### config.mk
export PLATFORM = sky130hd
export DESIGN_NAME = line_subsampler
export DESIGN_NICKNAME = d
export VERILOG_FILES = /design/src/rtl/line_subsampler.sv
export SDC_FILE = /design/constraint.sdc
export NUM_CORES = 1
export LEC_CHECK = 0
export CORE_MARGIN = 4
export CORE_UTILIZATION = 25
export CTS_BUF_LIST = sky130_fd_sc_hd__clkbuf_16
export DETAILED_ROUTE_END_ITERATION = 10
export PLACE_DENSITY = 0.54
export SLEW_MARGIN = 20
export SYNTH_ARGS = -nofsm -noshare
export SYNTH_HDL_FRONTEND = slang
export SYNTH_SLANG_ARGS = --single-unit
### constraint.sdc
create_clock -name clk_i -period 2 [get_ports clk_i]
set_input_delay 0.4 -clock clk_i [delete_from_list [all_inputs] [get_ports clk_i]]
set_output_delay 0.4 -clock clk_i [all_outputs]
set_load 0.005 [all_outputs]
### src/rtl/line_subsampler.sv
// line_subsampler: keeps one video line out of every R lines of an AXI-stream frame.
// Optional statistics outputs are built only when LINE_SUBSAMPLER_STATS_EN is defined.
// Ports:
//   clk_i, rst_n_i              clock, synchronous active-low reset
//   ss_en_i, ss_ratio_i         subsampling enable and ratio, latched at each start of frame
//   video_i_*                   upstream stream (tdata/tvalid/tready/tlast/tuser)
//   video_o_*                   downstream stream, registered with one cycle of latency
//   frames_cnt_o                (stats) accepted start-of-frame beats, wrapping
//   dropped_lines_o             (stats) lines dropped in the previous frame
`timescale 1ns/1ps
module line_subsampler #(
   parameter int TDATA_WIDTH = 32,
   parameter int RATIO_WIDTH = 4
) (
   input  logic                   clk_i,
   input  logic                   rst_n_i,
   input  logic                   ss_en_i,
   input  logic [RATIO_WIDTH-1:0] ss_ratio_i,
   input  logic [TDATA_WIDTH-1:0] video_i_tdata,
   input  logic                   video_i_tvalid,
   output logic                   video_i_tready,
   input  logic                   video_i_tlast,
   input  logic                   video_i_tuser,
   output logic [TDATA_WIDTH-1:0] video_o_tdata,
   output logic                   video_o_tvalid,
   input  logic                   video_o_tready,
   output logic                   video_o_tlast,
   output logic                   video_o_tuser
`ifdef LINE_SUBSAMPLER_STATS_EN
   ,
   output logic [15:0]            frames_cnt_o,
   output logic [15:0]            dropped_lines_o
`endif
);
   typedef enum logic [1:0] {WAIT_SOF, KEEP, DROP} state_t;
   state_t state, state_d;
   logic [RATIO_WIDTH-1:0] ratio_q, ratio_d, line_idx, line_d;
   logic [RATIO_WIDTH-1:0] eff_ratio, use_ratio, base_idx, nxt_idx;
   logic out_free, keep, acc, adv;
   assign out_free = !video_o_tvalid || video_o_tready;
   // a start-of-frame beat is always kept, so it must wait for room in the output register even in DROP
   assign keep = video_i_tuser || state == KEEP;
   assign video_i_tready = !rst_n_i || !keep || out_free;
   assign acc = video_i_tvalid && video_i_tready;
   // only beats inside a frame move the line counter; WAIT_SOF discards everything but tuser
   assign adv = acc && (video_i_tuser || state != WAIT_SOF);
   assign eff_ratio = (ss_en_i && ss_ratio_i != '0) ? ss_ratio_i : RATIO_WIDTH'(1);
   always_comb begin
      use_ratio = video_i_tuser ? eff_ratio : ratio_q;
      base_idx = video_i_tuser ? '0 : line_idx;
      nxt_idx = (base_idx == use_ratio - RATIO_WIDTH'(1)) ? '0 : base_idx + RATIO_WIDTH'(1);
      ratio_d = (acc && video_i_tuser) ? eff_ratio : ratio_q;
      line_d = !adv ? line_idx : (video_i_tlast ? nxt_idx : base_idx);
      state_d = !adv ? state : (video_i_tlast ? ((nxt_idx == '0) ? KEEP : DROP) : (video_i_tuser ? KEEP : state));
   end
   always_ff @(posedge clk_i) begin
      if (!rst_n_i) begin
         state <= WAIT_SOF;
         ratio_q <= RATIO_WIDTH'(1);
         line_idx <= '0;
      end else begin
         state <= state_d;
         ratio_q <= ratio_d;
         line_idx <= line_d;
      end
   end
   always_ff @(posedge clk_i) begin
      if (!rst_n_i) begin
         video_o_tvalid <= 1'b0;
         video_o_tdata <= '0;
         video_o_tlast <= 1'b0;
         video_o_tuser <= 1'b0;
      end else if (acc && keep) begin
         video_o_tvalid <= 1'b1;
         video_o_tdata <= video_i_tdata;
         video_o_tlast <= video_i_tlast;
         video_o_tuser <= video_i_tuser;
      end else if (video_o_tready) begin
         video_o_tvalid <= 1'b0;
      end
   end
`ifdef LINE_SUBSAMPLER_STATS_EN
   logic [15:0] drop_cnt;
   always_ff @(posedge clk_i) begin
      if (!rst_n_i) begin
         frames_cnt_o <= '0;
         dropped_lines_o <= '0;
         drop_cnt <= '0;
      end else if (acc && video_i_tuser) begin
         frames_cnt_o <= frames_cnt_o + 16'd1;
         dropped_lines_o <= drop_cnt;
         drop_cnt <= '0;
      end else if (acc && video_i_tlast && state == DROP) begin
         drop_cnt <= drop_cnt + 16'd1;
      end
   end
`endif
endmodule

After elaboration in Yosys (flattened, before gate mapping)
Index checks and enable logic that the tools add are counted.

Memories: 0. Output and inout bits: 36. Register bits: 45. Word-level logic and storage cells: 40. Bits in writable memories: 0. Bits of input ports: 43. Latch bits: 0. Memory bits (read-only): 0.

Equality and inequality tests: 2. Add/sub/neg operators: 2. Divide/modulo/power cells: 0. $lt $le $gt $ge: 0. Shift-type cells: 0. Bitwise operators: 0. Muxes and demuxes: 10. Reduce and logical (&&, ||, !) cells: 19. Multiply operators: 0.

Operators with widths (count): two-way mux 4 bit (5); two-way mux 2 bit (3); nonzero test 2 bit (3); logical AND 1 bit (5); logical OR 1 bit (5); adder 4 x 1 -> 4 bit (second input constant) (1); equality test 4 bit (1); logical NOT 4 bit (1); nonzero test 4 bit (1); subtractor 4 x 1 -> 4 bit (second input constant) (1); logical NOT 1 bit (3); equality test 2 x 1 -> 1 bit (second input constant) (1); two-way mux 1 bit (2); AND reduction 2 bit (1).

Longest topological paths before layout
Gate-level depths: netlist of the first run.

Depth in word-level cells: 10. Depth in mapped cells: 9. Mapped depth without buffers: 9.

Worst setup path after synthesis of the first run
Ideal clock, no wire load.

Kind: input to register. Start point: in ss_ratio_i[0]. End point: reg line_idx[3]. Setup time: 0.117 ns. Cell stages on the path: 9. Data arrival time: 1.932 ns. Path buffers: 0. Path slack: -0.050 ns. Required time: 1.883 ns. Cell sequence: nand2b_1 > nor2_1 > nor2_1 > a21oi_1 > ha_1 > xnor2_1 > o41ai_2 > a21oi_1 > a32o_1.

Word-level cells in the longest chain between the ends: 8.

Ends and longest elaborated chain: from (decl) (line 18) `input logic [RATIO_WIDTH-1:0] ss_ratio_i,`; nonzero test 4 bit (line 47) `assign eff_ratio = (ss_en_i && ss_ratio_i != '0) ? ss_ratio_i : RATIO_WIDTH'(1);`; logical AND 1 bit (line 47); two-way mux 4 bit * (line 47); two-way mux 4 bit * (line 49) `use_ratio = video_i_tuser ? eff_ratio : ratio_q;`; subtractor 4 x 1 -> 4 bit * (line 51) `nxt_idx = (base_idx == use_ratio - RATIO_WIDTH'(1)) ? '0 : base_idx + RATIO_WIDTH'(1);`; equality test 4 bit * (line 51); two-way mux 4 bit * (line 51); two-way mux 4 bit * (line 53) `line_d = !adv ? line_idx : (video_i_tlast ? nxt_idx : base_idx);`; to (signal assigned) (line 64) `line_idx <= line_d;`; to (decl) (line 37) `logic [RATIO_WIDTH-1:0] ratio_q, ratio_d, line_idx, line_d;`.

Every way passes the cells marked *; elsewhere a longest branch is shown, timed or not. A chain may end at the register's enable or synchronous reset.

Final worst setup path of the first run
Start point: in ss_ratio_i[3]. End point: reg line_idx[3].

Same word-level chain as after synthesis.

==> results of run 1 <==
## power breakdown
| part | switching, mW | leakage, nW | internal (mW) |
|---|---|---|---|
| clock | 0.318 | 0.0724 | 0.453 |
| combinational | 0.158 | 0.916 | 0.279 |
| sequential | 0.0293 | 0.368 | 0.948 |
| total | 0.506 | 1.36 | 1.68 |
## per-layer routing
metal | wire, um | track usage [%] | vias to the layer above
li1 | - | - | 858
met1 | 2460 | 14.1 | 737
met2 | 2200 | 16.2 | 55
met3 | 284 | 2.29 | 5
met4 | 51 | 3.78 | 0
met5 | 0 | 0 | -
## path summary, 6_finish.rpt
kind	from	end	slack, ns	cells past startpoint
min reg2reg	video_o_tuser$_SDFFE_PN0P_	video_o_tuser$_SDFFE_PN0P_	0.46	2
max reg2reg	ratio_q[0]$_SDFFE_PN1P_	line_idx[3]$_SDFFE_PN0P_	0.16	6
min	video_o_tuser$_SDFFE_PN0P_	video_o_tuser$_SDFFE_PN0P_	0.46	2
max	ss_ratio_i[3]	line_idx[3]$_SDFFE_PN0P_	0.04	10
## state kept, by name, summed over array words and instances (netlist names)
register        cells
video_o_tdata      32
line_idx            4
ratio_q             4
state               2
video_o_tlast       1
video_o_tuser       1
video_o_tvalid      1
## worst min-delay path: stages (launching register included)
cell and delay (ns):
sky130_fd_sc_hd__dfxtp_1 0.31, sky130_fd_sc_hd__nand2_1 0.04, sky130_fd_sc_hd__a21boi_0 0.07
## area by class of cell
type | instances | area, um^2
Fill cell | 781 | 4600
Multi-Input combinational cell | 136 | 1080
Timing Repair Buffer | 99 | 948
Sequential cell | 45 | 901
Tap cell | 102 | 128
Clock buffer | 5 | 125
Clock inverter | 3 | 15.0
Inverter | 3 | 11.3
## metrics by stage
step           setup TNS (ns)  std cells
2_1_floorplan        -0.00971        195
3_3_place_gp            -3.54        382
3_5_place_dp            -3.78        382
4_1_cts                     0        391
5_1_grt                -0.280        393
6_report                    0        393
## repair_timing
| action | in CTS | in global routing |
|---|---|---|
| resized for setup | 16 | 15 |
| buffers inserted | 1 | 2 |
| endpoints found under the setup margin | 7 | 6 |
| hold buffers | 0 | 0 |
| pin swaps | 9 | 10 |
## synthesized netlist by cell type (3+ instances only)
cell	n
sky130_fd_sc_hd__a21oi_1	3
sky130_fd_sc_hd__and2_1	3
sky130_fd_sc_hd__buf_6	3
sky130_fd_sc_hd__clkbuf_1	4
sky130_fd_sc_hd__dfxtp_1	45
sky130_fd_sc_hd__inv_1	3
sky130_fd_sc_hd__mux2i_1	34
sky130_fd_sc_hd__nand2_1	11
sky130_fd_sc_hd__nand3_1	5
sky130_fd_sc_hd__nor2_1	4
sky130_fd_sc_hd__nor2b_1	35
sky130_fd_sc_hd__o211ai_1	3
sky130_fd_sc_hd__o21ai_0	4
sky130_fd_sc_hd__xnor2_1	7
## cell families (layout without fill, tap and decap cells)
logic type / after synthesis / after routing / synth area share (%)
buffers and inverters: 14 / 110 / 5.04
adders and majority gates: 2 / 2 / 1.23
muxes: 34 / 34 / 16.7
and+or+nand+nor: 65 / 65 / 18.2
xor gates and xnor gates: 8 / 8 / 3.44
DFF: 45 / 45 / 44.3
AOI/OAI and AO/OA: 27 / 27 / 11.1
==> metrics.txt, run 1 <==
# TYPE chip_impl_metric gauge
chip_impl_info{name="outcome",value="complete, no violations"} 1
chip_impl_metric{name="postLayoutSetupSlackWorst",unit="ns"} 0.0361
chip_impl_info{name="timing_worst_setup_path_type",value="in2reg"} 1
chip_impl_metric{name="average_detailed_routed_wire_length_per_instance",unit="um"} 12.7
chip_impl_metric{name="arrival",unit="ns"} 2.14
chip_impl_metric{name="p_leak",unit="nW"} 1.36
chip_impl_metric{name="die_w",unit="um"} 98.2
chip_impl_metric{name="final_max_slew_viol_count",unit=""} 0
chip_impl_metric{name="first_global_vias",unit=""} 1703
chip_impl_metric{name="synthCells",unit=""} 195
chip_impl_metric{name="synth_seq_area_share",unit="%"} 44.3
chip_impl_metric{name="synth_fp_nets",unit=""} 240
chip_impl_metric{name="share_of_the_clock_period_used_by_the_worst_path_after_layout",unit="%"} 98.2
chip_impl_metric{name="yosys.cell_types.count",unit=""} 37
chip_impl_metric{name="timing.clock.skew",unit="ns"} 0.00334
chip_impl_info{name="yosys_most_used_dff",value="sky130_fd_sc_hd__dfxtp_1"} 1
chip_impl_metric{name="layout-drive-gt1-share",unit="%"} 16.5
chip_impl_metric{name="async_reset_ff_share",unit="%"} 0
chip_impl_metric{name="max_clock_freq",unit="MHz"} 509
chip_impl_info{name="tritoncts",value="built"} 1
chip_impl_metric{name="maximum_number_of_pins_on_one_net_before_global_route_repair",unit=""} 27
chip_impl_metric{name="dp_worst_setup_slack",unit="ns"} -0.658
chip_impl_metric{name="core_region_area",unit="um^2"} 7810
chip_impl_info{name="critical_path.startpoint_type",value="input pin"} 1
chip_impl_metric{name="post-route-util",unit="%"} 41.0
chip_impl_info{name="path_cells",value="buf_6 > nor3_4 > nor2_4 > nor2_1 > a21oi_1 > ha_1 > xnor2_2 > o41ai_2 > a21oi_2 > a32o_1"} 1
chip_impl_metric{name="num_rows",unit=""} 32
chip_impl_metric{name="wirelength_routed",unit="mm"} 4.99
chip_impl_metric{name="fp.dieH",unit="um"} 98.2
chip_impl_info{name="grt_setup_unrepaired",value="true"} 1
chip_impl_metric{name="cap_viol_max_count",unit=""} 0
chip_impl_metric{name="critical_path.max_fanout",unit=""} 3
chip_impl_metric{name="clk_lat_worst_skew",unit="ns"} 0.28
chip_impl_metric{name="synth_seq_cells",unit=""} 45
chip_impl_metric{name="fp.dieArea",unit="um^2"} 9650
chip_impl_metric{name="hpwlAfterDp",unit="mm"} 3.77
chip_impl_info{name="most-common-layout-cells",value="sky130_fd_sc_hd__clkdlybuf4s50_1, sky130_fd_sc_hd__dfxtp_1, sky130_fd_sc_hd__nor2b_1, sky130_fd_sc_hd__mux2i_1, sky130_fd_sc_hd__buf_4"} 1
chip_impl_metric{name="tritoncts_buffer_count",unit=""} 5
chip_impl_metric{name="hold_ws",unit="ns"} 0.463
chip_impl_metric{name="drt_drc_violations_left",unit=""} 0
chip_impl_metric{name="dpl_cell_area",unit="um^2"} 3030
chip_impl_metric{name="crit_required",unit="ns"} 2.17
chip_impl_metric{name="max-clock-path-buffers",unit=""} 2
chip_impl_metric{name="num-nets-final",unit=""} 335
chip_impl_metric{name="worst-slew-pin-transition",unit="ns"} 0.347
chip_impl_metric{name="timing.max_slew.rel_slack",unit="%"} 76.6
chip_impl_metric{name="antenna_found_initial",unit=""} 0
chip_impl_metric{name="io_pins",unit=""} 79
chip_impl_info{name="post_synthesis_cell_type_with_the_largest_combined_area",value="sky130_fd_sc_hd__dfxtp_1"} 1
chip_impl_metric{name="final-hold-violation-count",unit=""} 0
chip_impl_info{name="clock_tree.root_cell",value="sky130_fd_sc_hd__clkbuf_16"} 1
chip_impl_metric{name="layout-area-overhead-vs-synth",unit="%"} 57.4
chip_impl_metric{name="setup_viol",unit=""} 0
chip_impl_metric{name="drt-pass1-iter-count",unit=""} 4
chip_impl_metric{name="synth_enable_flop_cells",unit=""} 0
chip_impl_metric{name="cp_num_buf_inv",unit=""} 1
chip_impl_metric{name="finalCriticalPeriod",unit="ns"} 1.96
chip_impl_info{name="layout.cells.most_common",value="sky130_fd_sc_hd__clkdlybuf4s50_1"} 1
chip_impl_info{name="critical-path-slowest-cell",value="sky130_fd_sc_hd__o41ai_2"} 1
chip_impl_metric{name="cts-htree-levels",unit=""} 2
chip_impl_info{name="netlist_top_cells_area",value="sky130_fd_sc_hd__dfxtp_1, sky130_fd_sc_hd__mux2i_1, sky130_fd_sc_hd__nor2b_1"} 1
chip_impl_metric{name="synthesis.yosys.warnings",unit=""} 0
chip_impl_metric{name="total_power",unit="mW"} 2.19
chip_impl_metric{name="avg_synthesized_cell_area",unit="um^2"} 10.4
chip_impl_metric{name="io_buffers",unit=""} 78
chip_impl_metric{name="combined_global_route_utilization_of_all_metal_layers",unit="%"} 10.4
chip_impl_metric{name="initial_utilization",unit="%"} 26.1
chip_impl_metric{name="post_synth_instance_area",unit="um^2"} 2040
chip_impl_info{name="endpoint_kind",value="flip-flop"} 1
chip_impl_metric{name="place_congestion",unit=""} 0.782
chip_impl_metric{name="grt-ovfl-total",unit=""} 0
chip_impl_metric{name="critical-path-max-stage-delay",unit="ns"} 0.40
chip_impl_metric{name="ir_drop",unit="uV"} 284
chip_impl_metric{name="clkSinkCount",unit=""} 45
chip_impl_metric{name="drtIter0Drc",unit=""} 29
chip_impl_metric{name="power.density",unit="nW/um^2"} 682
chip_impl_metric{name="total_vias_in_the_final_route",unit=""} 1655
chip_impl_metric{name="detail-route-antenna-nets",unit=""} 0
chip_impl_metric{name="post_drt_via_cell_ratio",unit=""} 4.21
chip_impl_metric{name="synth.top_cell.area_share",unit="%"} 44.3
chip_impl_metric{name="num_antenna_cells",unit=""} 0
chip_impl_metric{name="grt_pass1_wl",unit="mm"} 8.27
chip_impl_metric{name="post-route-cell-area",unit="um^2"} 3200
chip_impl_info{name="hold_path_class",value="reg2reg"} 1
chip_impl_metric{name="clk_transition_reported_paths",unit="ns"} 0.06
chip_impl_info{name="path_delay_family",value="compound AO/OA/AOI/OAI gates"} 1
Power figures use the tool's default switching activity.
==> run 2: changes to the inputs <==
--- a/config.mk
+++ b/config.mk
@@ -6,10 +6,10 @@
 export NUM_CORES = 1
 export LEC_CHECK = 0
 export CORE_MARGIN = 4
-export CORE_UTILIZATION = 25
+export CORE_UTILIZATION = 39
 export CTS_BUF_LIST = sky130_fd_sc_hd__clkbuf_16
 export DETAILED_ROUTE_END_ITERATION = 10
-export PLACE_DENSITY = 0.54
+export PLACE_DENSITY = 0.77
 export SLEW_MARGIN = 20
 export SYNTH_ARGS = -nofsm -noshare
 export SYNTH_HDL_FRONTEND = slang
==> metrics.txt, run 2 (synthesized netlist as in run 1, its figures left out) <==
# TYPE chip_impl_metric gauge
chip_impl_metric{name="clk_transition_reported_paths",unit="ns"} 0.06
chip_impl_metric{name="arrival",unit="ns"} 2.10
chip_impl_metric{name="first_global_vias",unit=""} 1709
chip_impl_metric{name="combined_global_route_utilization_of_all_metal_layers",unit="%"} 15.7
chip_impl_metric{name="setup_viol",unit=""} 0
chip_impl_metric{name="grt-ovfl-total",unit=""} 0
chip_impl_metric{name="worst-slew-pin-transition",unit="ns"} 0.360
chip_impl_metric{name="post-route-util",unit="%"} 62.8
chip_impl_metric{name="crit_required",unit="ns"} 2.17
chip_impl_metric{name="layout-drive-gt1-share",unit="%"} 17.4
chip_impl_metric{name="drtIter0Drc",unit=""} 42
chip_impl_info{name="critical_path.startpoint_type",value="input pin"} 1
chip_impl_metric{name="final-hold-violation-count",unit=""} 0
chip_impl_metric{name="layout-area-overhead-vs-synth",unit="%"} 56.6
chip_impl_metric{name="io_buffers",unit=""} 78
chip_impl_info{name="clock_tree.root_cell",value="sky130_fd_sc_hd__clkbuf_16"} 1
chip_impl_metric{name="place_congestion",unit=""} 0.845
chip_impl_metric{name="io_pins",unit=""} 79
chip_impl_metric{name="critical_path.max_fanout",unit=""} 3
chip_impl_metric{name="antenna_found_initial",unit=""} 0
chip_impl_metric{name="share_of_the_clock_period_used_by_the_worst_path_after_layout",unit="%"} 96.3
chip_impl_info{name="hold_path_class",value="reg2reg"} 1
chip_impl_metric{name="postLayoutSetupSlackWorst",unit="ns"} 0.0731
chip_impl_metric{name="die_w",unit="um"} 80.2
chip_impl_metric{name="total_vias_in_the_final_route",unit=""} 1694
chip_impl_metric{name="maximum_number_of_pins_on_one_net_before_global_route_repair",unit=""} 46
chip_impl_metric{name="fp.dieH",unit="um"} 80.2
chip_impl_metric{name="drt_drc_violations_left",unit=""} 0
chip_impl_metric{name="cts-hold-fix-buffers",unit=""} 0
chip_impl_metric{name="num-nets-final",unit=""} 333
chip_impl_metric{name="fp.dieArea",unit="um^2"} 6440
chip_impl_metric{name="post_layout_nonfiller_instances",unit=""} 357
chip_impl_metric{name="max_clock_freq",unit="MHz"} 519
chip_impl_metric{name="largest_register_ffs",unit=""} 32
chip_impl_metric{name="tritoncts_buffer_count",unit=""} 5
chip_impl_metric{name="post_drt_via_cell_ratio",unit=""} 4.75
chip_impl_info{name="timing_worst_setup_path_type",value="in2reg"} 1
chip_impl_metric{name="finalCriticalPeriod",unit="ns"} 1.93
chip_impl_metric{name="clk_lat_worst_skew",unit="ns"} 0.28
chip_impl_metric{name="grt_pass1_wl",unit="mm"} 7.91
chip_impl_metric{name="clkSinkCount",unit=""} 45
chip_impl_metric{name="dpl_cell_area",unit="um^2"} 2910
chip_impl_metric{name="ir_drop",unit="uV"} 318
chip_impl_info{name="most-common-layout-cells",value="sky130_fd_sc_hd__clkdlybuf4s50_1, sky130_fd_sc_hd__dfxtp_1, sky130_fd_sc_hd__nor2b_1, sky130_fd_sc_hd__mux2i_1, sky130_fd_sc_hd__buf_4"} 1
chip_impl_metric{name="p_leak",unit="nW"} 1.35
chip_impl_metric{name="average_detailed_routed_wire_length_per_instance",unit="um"} 13.7
chip_impl_metric{name="timing.max_slew.rel_slack",unit="%"} 76.0
chip_impl_metric{name="num_rows",unit=""} 26
chip_impl_info{name="outcome",value="complete, no violations"} 1
chip_impl_metric{name="cts-htree-levels",unit=""} 2
chip_impl_metric{name="max-clock-path-buffers",unit=""} 2
chip_impl_metric{name="final_max_slew_viol_count",unit=""} 0
chip_impl_metric{name="post-route-cell-area",unit="um^2"} 3190
chip_impl_metric{name="drt-pass1-iter-count",unit=""} 4
chip_impl_metric{name="worstRegToRegCells",unit=""} 6
chip_impl_metric{name="wirelength_routed",unit="mm"} 4.89
chip_impl_metric{name="power.density",unit="nW/um^2"} 681
chip_impl_metric{name="min_path_cells",unit=""} 2
chip_impl_metric{name="timing.clock.skew",unit="ns"} 0.00400
chip_impl_info{name="tritoncts",value="built"} 1
chip_impl_info{name="layout.cells.most_common",value="sky130_fd_sc_hd__clkdlybuf4s50_1"} 1
chip_impl_metric{name="initial_utilization",unit="%"} 40.1
chip_impl_metric{name="hpwlAfterDp",unit="mm"} 3.40
chip_impl_metric{name="core_region_area",unit="um^2"} 5070
chip_impl_metric{name="cap_viol_max_count",unit=""} 0
chip_impl_info{name="regMostFlops",value="video_o_tdata"} 1
chip_impl_info{name="top_registers",value="video_o_tdata (32), line_idx (4), ratio_q (4)"} 1
chip_impl_metric{name="num_antenna_cells",unit=""} 0
chip_impl_info{name="endpoint_kind",value="flip-flop"} 1
chip_impl_metric{name="dp_worst_setup_slack",unit="ns"} -0.677
chip_impl_metric{name="post-place-cells",unit=""} 342
chip_impl_metric{name="detail-route-antenna-nets",unit=""} 0
chip_impl_metric{name="tns",unit="ns"} 0
-- run 2: final timing paths --
path	from	slack (ns)	endpoint
setup / recovery	ss_ratio_i[2]	0.07	line_idx[3]$_SDFFE_PN0P_
hold / removal	video_o_tuser$_SDFFE_PN0P_	0.48	video_o_tuser$_SDFFE_PN0P_
setup reg to reg	ratio_q[1]$_SDFFE_PN0P_	0.20	line_idx[3]$_SDFFE_PN0P_
hold reg to reg	video_o_tuser$_SDFFE_PN0P_	0.48	video_o_tuser$_SDFFE_PN0P_
-- run 2: cell type report --
class	count	area [um^2]
flip-flops and latches	45	901
repair buffers	97	918
clock inverters	1	5.00
multi-input cells	136	1140
clock buffers	5	125
well taps	70	87.6
inverters	3	13.8
fillers	438	1890
-- run 2: report_power, final --
group / total [mW] / leakage (nW) / switching, mW / internal [mW]
combinational: 0.450 / 0.912 / 0.169 / 0.281
sequential: 0.978 / 0.368 / 0.0296 / 0.949
clock: 0.744 / 0.0655 / 0.298 / 0.446
total: 2.17 / 1.35 / 0.497 / 1.68
-- run 2: worst max-delay path: stages --
cell and delay, ns:
sky130_fd_sc_hd__buf_4 0.13, sky130_fd_sc_hd__nor3_4 0.20, sky130_fd_sc_hd__nor2_4 0.06, sky130_fd_sc_hd__nor2_2 0.12, sky130_fd_sc_hd__a21oi_2 0.05, sky130_fd_sc_hd__ha_4 0.25, sky130_fd_sc_hd__xnor2_4 0.15, sky130_fd_sc_hd__o41ai_4 0.38
sky130_fd_sc_hd__a21oi_2 0.12, sky130_fd_sc_hd__a32o_1 0.23
-- run 2: per-stage QoR --
stage	power [mW]	hold slack, ns
after global placement	1.40	0.451
after detailed placement	1.40	0.481
after global routing	2.28	0.548
after floorplan	1.20	0.460
final	2.17	0.483
after CTS	2.17	0.489
-- run 2: what timing repair did --
item	4_1_cts	5_1_grt
gates resized for setup	19	22
pin swaps	8	8
setup endpoints to repair	7	7
buffers inserted	9	0
cloned	0	0
-- run 2: metal layers --
metal | part of all wire [%] | track usage [%] | wire (um)
met4 | 2.9 | 7.43 | 142
met3 | 6.7 | 4.26 | 326
met1 | 42 | 19.0 | 2060
met2 | 48 | 25.5 | 2360
met5 | 0 | 0 | 0
==> run 3: changes to the inputs <==
--- a/config.mk
+++ b/config.mk
@@ -5,6 +5,7 @@
 export SDC_FILE = /design/constraint.sdc
 export NUM_CORES = 1
 export LEC_CHECK = 0
+export CAP_MARGIN = 40
 export CORE_MARGIN = 4
 export CORE_UTILIZATION = 39
 export CTS_BUF_LIST = sky130_fd_sc_hd__clkbuf_16
==> results of run 3 <==
Final layout, timing and power as in run 2 (identical DEF).
